===== config.mk =====
export PLATFORM = sky130hd
export DESIGN_NAME = serial_adder
export DESIGN_NICKNAME = d
export VERILOG_FILES = /design/src/rtl/serial_adder_pkg.sv /design/src/rtl/full_add_cell.sv /design/src/rtl/half_add_cell.sv /design/src/rtl/serial_adder.sv
export SDC_FILE = /design/constraint.sdc
export NUM_CORES = 1
export LEC_CHECK = 0
export CELL_PAD_IN_SITES_DETAIL_PLACEMENT = 1
export CELL_PAD_IN_SITES_GLOBAL_PLACEMENT = 1
export CORE_MARGIN = 3
export CORE_UTILIZATION = 41
export DETAILED_ROUTE_END_ITERATION = 7
export GPL_TIMING_DRIVEN = 0
export PLACE_DENSITY_LB_ADDON = 0.2
export RECOVER_POWER = 100
export SLEW_MARGIN = 20
export SYNTH_ARGS = -nofsm -noshare
export SYNTH_HDL_FRONTEND = slang
export SYNTH_SLANG_ARGS = --single-unit

===== constraint.sdc =====
create_clock -name clk -period 2.9 [get_ports clk]
set_input_delay 0.725 -clock clk [delete_from_list [all_inputs] [get_ports clk]]
set_output_delay 0.725 -clock clk [all_outputs]
set_load 0.005 [all_outputs]

===== src/rtl/serial_adder_pkg.sv =====
// Shared types and helpers for the bit-serial adder.
// Holds the FSM state encoding, the default width and the bit-counter width function.
package serial_adder_pkg;

  typedef enum logic [1:0] {
    StIdle = 2'd0,
    StRun  = 2'd1,
    StDone = 2'd2
  } state_e;

  localparam int unsigned DefaultWidth = 8;

  // One extra bit so the counter can hold WIDTH itself without wrapping.
  function automatic int unsigned cnt_width(input int unsigned width);
    return $clog2(width) + 1;
  endfunction

endpackage


===== src/rtl/full_add_cell.sv =====
// Combinational 1-bit full adder built from two half-adder cells and an OR for the carry.
module full_add_cell (
  input  logic a_i,
  input  logic b_i,
  input  logic ci_i,
  output logic s_o,
  output logic co_o
);

  logic s1;
  logic c1;
  logic c2;

  half_add_cell u_ha0 (
    .a_i (a_i),
    .b_i (b_i),
    .s_o (s1),
    .c_o (c1)
  );

  half_add_cell u_ha1 (
    .a_i (s1),
    .b_i (ci_i),
    .s_o (s_o),
    .c_o (c2)
  );

  assign co_o = c1 | c2;

endmodule


===== src/rtl/half_add_cell.sv =====
// 1-bit half adder: the basic add cell the serial adder is built from.
module half_add_cell (
  input  logic a_i,
  input  logic b_i,
  output logic s_o,
  output logic c_o
);

  assign s_o = a_i ^ b_i;
  assign c_o = a_i & b_i;

endmodule


===== src/rtl/serial_adder.sv =====
// Bit-serial WIDTH-bit adder: one bit pair per clock, LSB first, through a single full-add cell.
// Optional two's-complement overflow output is enabled by defining SERIAL_ADDER_OVF_EN.
module serial_adder
  import serial_adder_pkg::*;
#(
  parameter int unsigned WIDTH = DefaultWidth
) (
  input  logic             clk,
  input  logic             rst_n,
  input  logic             start_i,
  input  logic [WIDTH-1:0] a_i,
  input  logic [WIDTH-1:0] b_i,
  input  logic             cin_i,
  output logic             busy_o,
  output logic             done_o,
  output logic [WIDTH-1:0] sum_o,
`ifdef SERIAL_ADDER_OVF_EN
  output logic             cout_o,
  output logic             ovf_o
`else
  output logic             cout_o
`endif
);

  localparam int unsigned CntW = cnt_width(WIDTH);

  state_e state_q, state_d;

  logic [WIDTH-1:0] ra_q, ra_d;
  logic [WIDTH-1:0] rb_q, rb_d;
  logic [WIDTH-1:0] sum_q, sum_d;
  logic [CntW-1:0]  cnt_q, cnt_d;
  logic             carry_q, carry_d;
  logic             cout_q, cout_d;
  logic             accept;
  logic             last_step;
  logic             fa_s;
  logic             fa_co;

  // Start is only honoured outside RUN; a start in DONE chains straight into the next RUN.
  assign accept    = start_i & ((state_q == StIdle) | (state_q == StDone));
  assign last_step = (cnt_q == CntW'(WIDTH - 1));

  full_add_cell u_fa (
    .a_i  (ra_q[0]),
    .b_i  (rb_q[0]),
    .ci_i (carry_q),
    .s_o  (fa_s),
    .co_o (fa_co)
  );

  always_ff @(posedge clk or negedge rst_n) begin
    if (!rst_n) begin
      state_q <= StIdle;
    end else begin
      state_q <= state_d;
    end
  end

  always_comb begin
    state_d = state_q;
    unique case (state_q)
      StIdle:  if (accept) state_d = StRun;
      StRun:   if (last_step) state_d = StDone;
      StDone:  state_d = accept ? StRun : StIdle;
      default: state_d = StIdle;
    endcase
  end

  always_comb begin
    busy_o = (state_q == StRun);
    done_o = (state_q == StDone);
  end

`ifdef SERIAL_ADDER_OVF_EN
  logic ovf_q, ovf_d;
`endif

  always_comb begin
    ra_d    = ra_q;
    rb_d    = rb_q;
    sum_d   = sum_q;
    cnt_d   = cnt_q;
    carry_d = carry_q;
    cout_d  = cout_q;
`ifdef SERIAL_ADDER_OVF_EN
    ovf_d   = ovf_q;
`endif
    if (accept) begin
      ra_d    = a_i;
      rb_d    = b_i;
      carry_d = cin_i;
      cnt_d   = '0;
      sum_d   = '0;
`ifdef SERIAL_ADDER_OVF_EN
      ovf_d   = 1'b0;
`endif
    end else if (state_q == StRun) begin
      ra_d    = {1'b0, ra_q[WIDTH-1:1]};
      rb_d    = {1'b0, rb_q[WIDTH-1:1]};
      sum_d   = {fa_s, sum_q[WIDTH-1:1]};
      carry_d = fa_co;
      cnt_d   = cnt_q + 1'b1;
      if (last_step) begin
        cout_d = fa_co;
`ifdef SERIAL_ADDER_OVF_EN
        // Carry into the MSB step differs from carry out of it.
        ovf_d  = carry_q ^ fa_co;
`endif
      end
    end
  end

  always_ff @(posedge clk or negedge rst_n) begin
    if (!rst_n) begin
      ra_q    <= '0;
      rb_q    <= '0;
      sum_q   <= '0;
      cnt_q   <= '0;
      carry_q <= 1'b0;
      cout_q  <= 1'b0;
`ifdef SERIAL_ADDER_OVF_EN
      ovf_q   <= 1'b0;
`endif
    end else begin
      ra_q    <= ra_d;
      rb_q    <= rb_d;
      sum_q   <= sum_d;
      cnt_q   <= cnt_d;
      carry_q <= carry_d;
      cout_q  <= cout_d;
`ifdef SERIAL_ADDER_OVF_EN
      ovf_q   <= ovf_d;
`endif
    end
  end

  assign sum_o  = sum_q;
  assign cout_o = cout_q;
`ifdef SERIAL_ADDER_OVF_EN
  assign ovf_o  = ovf_q;
`endif

endmodule


==> flow_summary.toml <==
[synth]
synthSimpleGateAreaFrac_pct = 14.99
synth_top_cell_by_area = "dfrtp_1"
avgSynthCellArea_um2 = 11.33
ys_types = 28
synth_top_flop_cell = "dfrtp_1"
synth_xor_area_share_pct = 0.6284
syn-num-nets = 145
synth-seq-cells = 32
seq_area_frac_synth_pct = 57.45
async_reset_ff_share_pct = 100.0
synth_compound_area_share_pct = 15.80
synthAdderAreaFrac_pct = 2.334
yosys_warnings = 0
synth_top_area_share_pct = 57.45
syn_area_um2 = 1394
synth_edf_count = 0
synthMuxAreaShare_pct = 1.436
synth_top_family_by_area = "compound AO/OA/AOI/OAI gates"
postSynthCellCount = 123
synthTopCellsByArea = "dfrtp_1 (57%), a22o_1 (6.3%), nand2_1 (4.8%)"

[floorplanning]
core-area_um2 = 3153
initial_core_util_pct = 44.21
die_y_um = 64.31
die_area_um2 = 4135
row_count = 20
die_w_um = 64.31
io_pins = 31

[clock_tree]
clock_latency_ns = 0.33
cts.sinks = 32
cts.path.max_buffers = 2
ctsResizeCount = 0
ctsHoldBuffers = 0
post_cts_buffers = 0
clkTransAtPathRegs_ns = 0.11
cts_tree = "yes"
ctsHtreeMaxLevel = 2
numCtsBuffers = 5
cts_root_buffer = "clkbuf_4"

[sta]
period_needed_ns = 2.661
fin_ws_ns = 0.2388
finalSetupTns_ns = 0
fin_crit_sh_pct = 91.76
tightest_slew_ns = 1.723
relSlewSlack_pct = -14.86
rsz0062_at_grt = "false"
fmax_mhz = 375.8
finalMaxSlewViolations = 33
hold_violations = 0
setup_viol = 0
fin_skew_ns = 0.01568

[global_routing]
grt_use_total_pct = 18.37
grt_pass1_wl_mm = 5.699
grt_antenna_before_repair = 0
grt_max_degree = 33
grt_overflow_total = 0
grt_pass1_vias = 1178

[hold_path]
hold_class = "reg2reg"
min_from = "rb_q[2]$_DFFE_PN0P_"

[power_and_ir_drop]
power_density_nw_per_um2 = 1047
power.leakage_nw = 0.8155
p_total_mw = 1.854
ir_drop_uv = 398.5

[setup_path]
critPathKind = "reg2out"
reg2reg_from = "state_q[0]$_DFFE_PN0P_"
cp-end-kind = "primary output"
critPathRequiredTime_ns = 2.17
path_cells = "nand2b_1 > buf_6 > inv_8 > clkbuf_2 > clkdlybuf4s50_1"
slowest_delay_ns = 0.55
cp_slowest_cell = "clkdlybuf4s50_1"
critPathLaunch = "state_q[1]$_DFFE_PN0P_"
crit_path_start_kind = "flop"
worst_ep_arrival_time_ns = 1.94
critPathMaxFanout = 10

[finish]
drive_gt1_share_pct = 8.075
regArea_um2 = 800.8
synthToLayoutAreaGrowth_pct = 27.02
multi_input_area_um2 = 478.0
diodes = 0
fin_nets = 182
fill_cells = 358
finalInstanceArea_um2 = 1770

[routing]
ant_nets = 0
remaining_drc_errors = 0
drtPass1Iterations = 4
wirelength_mm = 3.376
vias_per_cell = 5.395
vias = 1106
drt_iter0_markers = 64
wire_per_inst_um = 16.47

[place]
dpl_worst_slack_ns = 0.7421
gp_congestion = 0.7741
placed_cell_area_um2 = 1744
io_buffers = 30
hpwl_mm = 2.362

[run]
max-cap-violations = 1

[status]
status = "finished, violations left"
violations = "max-capacitance violations, max-slew violations"
==> final cells by class <==
| class | instances | area share, % |
|---|---|---|
| Multi-Input combinational cell | 77 | 27.00 |
| Buffer | 9 | 3.110 |
| Sequential cell | 32 | 45.23 |
| Clock inverter | 2 | 0.5654 |
| Tap cell | 44 | 3.110 |
| Clock buffer | 6 | 2.898 |
| Timing Repair Buffer | 30 | 16.61 |
| Inverter | 5 | 1.484 |
==> final timing paths <==
path,slack (ns),end,depth (start not counted)
hold reg to reg,0.51,rb_q[1]$_DFFE_PN0P_,2
min in group asynchronous,0.82,sum_o[4]$_DFFE_PN0P_,1
setup reg to reg,1.19,rb_q[6]$_DFFE_PN0P_,4
max in group asynchronous,1.07,cnt_q[1]$_DFFE_PN0P_,1
setup / recovery,0.24,busy_o,5
hold / removal,0.51,rb_q[1]$_DFFE_PN0P_,2
==> routing by layer <==
| metal | global-route usage (%) | wire length (um) | up-vias |
|---|---|---|---|
| met5 | 0 | 0 | - |
| met4 | 8.971 | 59 | 0 |
| met3 | 3.866 | 155 | 6 |
| met2 | 30.03 | 1673 | 29 |
| met1 | 22.97 | 1487 | 557 |
| li1 | - | - | 514 |
==> kinds of logic (layout without fill, tap and decap cells) <==
family                   Yosys count  after routing
buffers and inverters             14             52
adder cells (fa/ha/maj)            2              2
AND/OR/NAND/NOR                   44             44
AO/OA/AOI/OAI                     28             28
flip-flops                        32             32
XOR/XNOR                           1              1
multiplexers                       2              2
==> cells in the mapped netlist, types with 2 or more instances <==
master,n
mux2i_1,2
a31oi_1,4
buf_6,3
nand2_1,18
inv_1,4
nand2b_1,2
a22oi_1,7
a22o_1,10
nor2b_1,2
a221o_1,3
dfrtp_1,32
nor2_1,7
nand3_1,8
buf_2,4
o21ai_1,2
nor3_1,3
==> sequential cells by signal (all words and copies together), names as in the netlist <==
signal   flops
cout_o       1
sum_o        8
carry_q      1
state_q      2
cnt_q        4
ra_q         8
rb_q         8
==> where the power goes <==
part	leakage [nW]	internal (mW)	switching (mW)
clock	0.0380	0.115	0.156
combinational	0.374	0.392	0.412
sequential	0.404	0.647	0.131
==> worst max-delay path, delay by kind of cell (launching register included) <==
kind | cells | cell delay (ns)
buf+inv | 4 | 1.03
flops | 1 | 0.41
simple gates | 1 | 0.17
==> through the flow <==
step,util [%],hold slack (ns),std cells
6_report,56.15,0.5083,205
5_1_grt,56.15,0.5448,205
2_1_floorplan,-,0.4294,123
3_3_place_gp,55.48,0.4831,197
4_1_cts,57.26,0.4526,205
3_5_place_dp,55.32,0.4859,197
==> cells in the final DEF, fill, tap and decap left out, drive strengths merged, types with 3 or more instances in the layout <==
master,instances
dfrtp,32
dlygate4sd3,11
nand3,8
nor2,8
a22o,10
inv,5
a31oi,4
clkbuf,13
buf,3
nand2,18
a221o,3
clkdlybuf4s50,18
nor3,4
a22oi,7
Power figures use the tool's default switching activity.
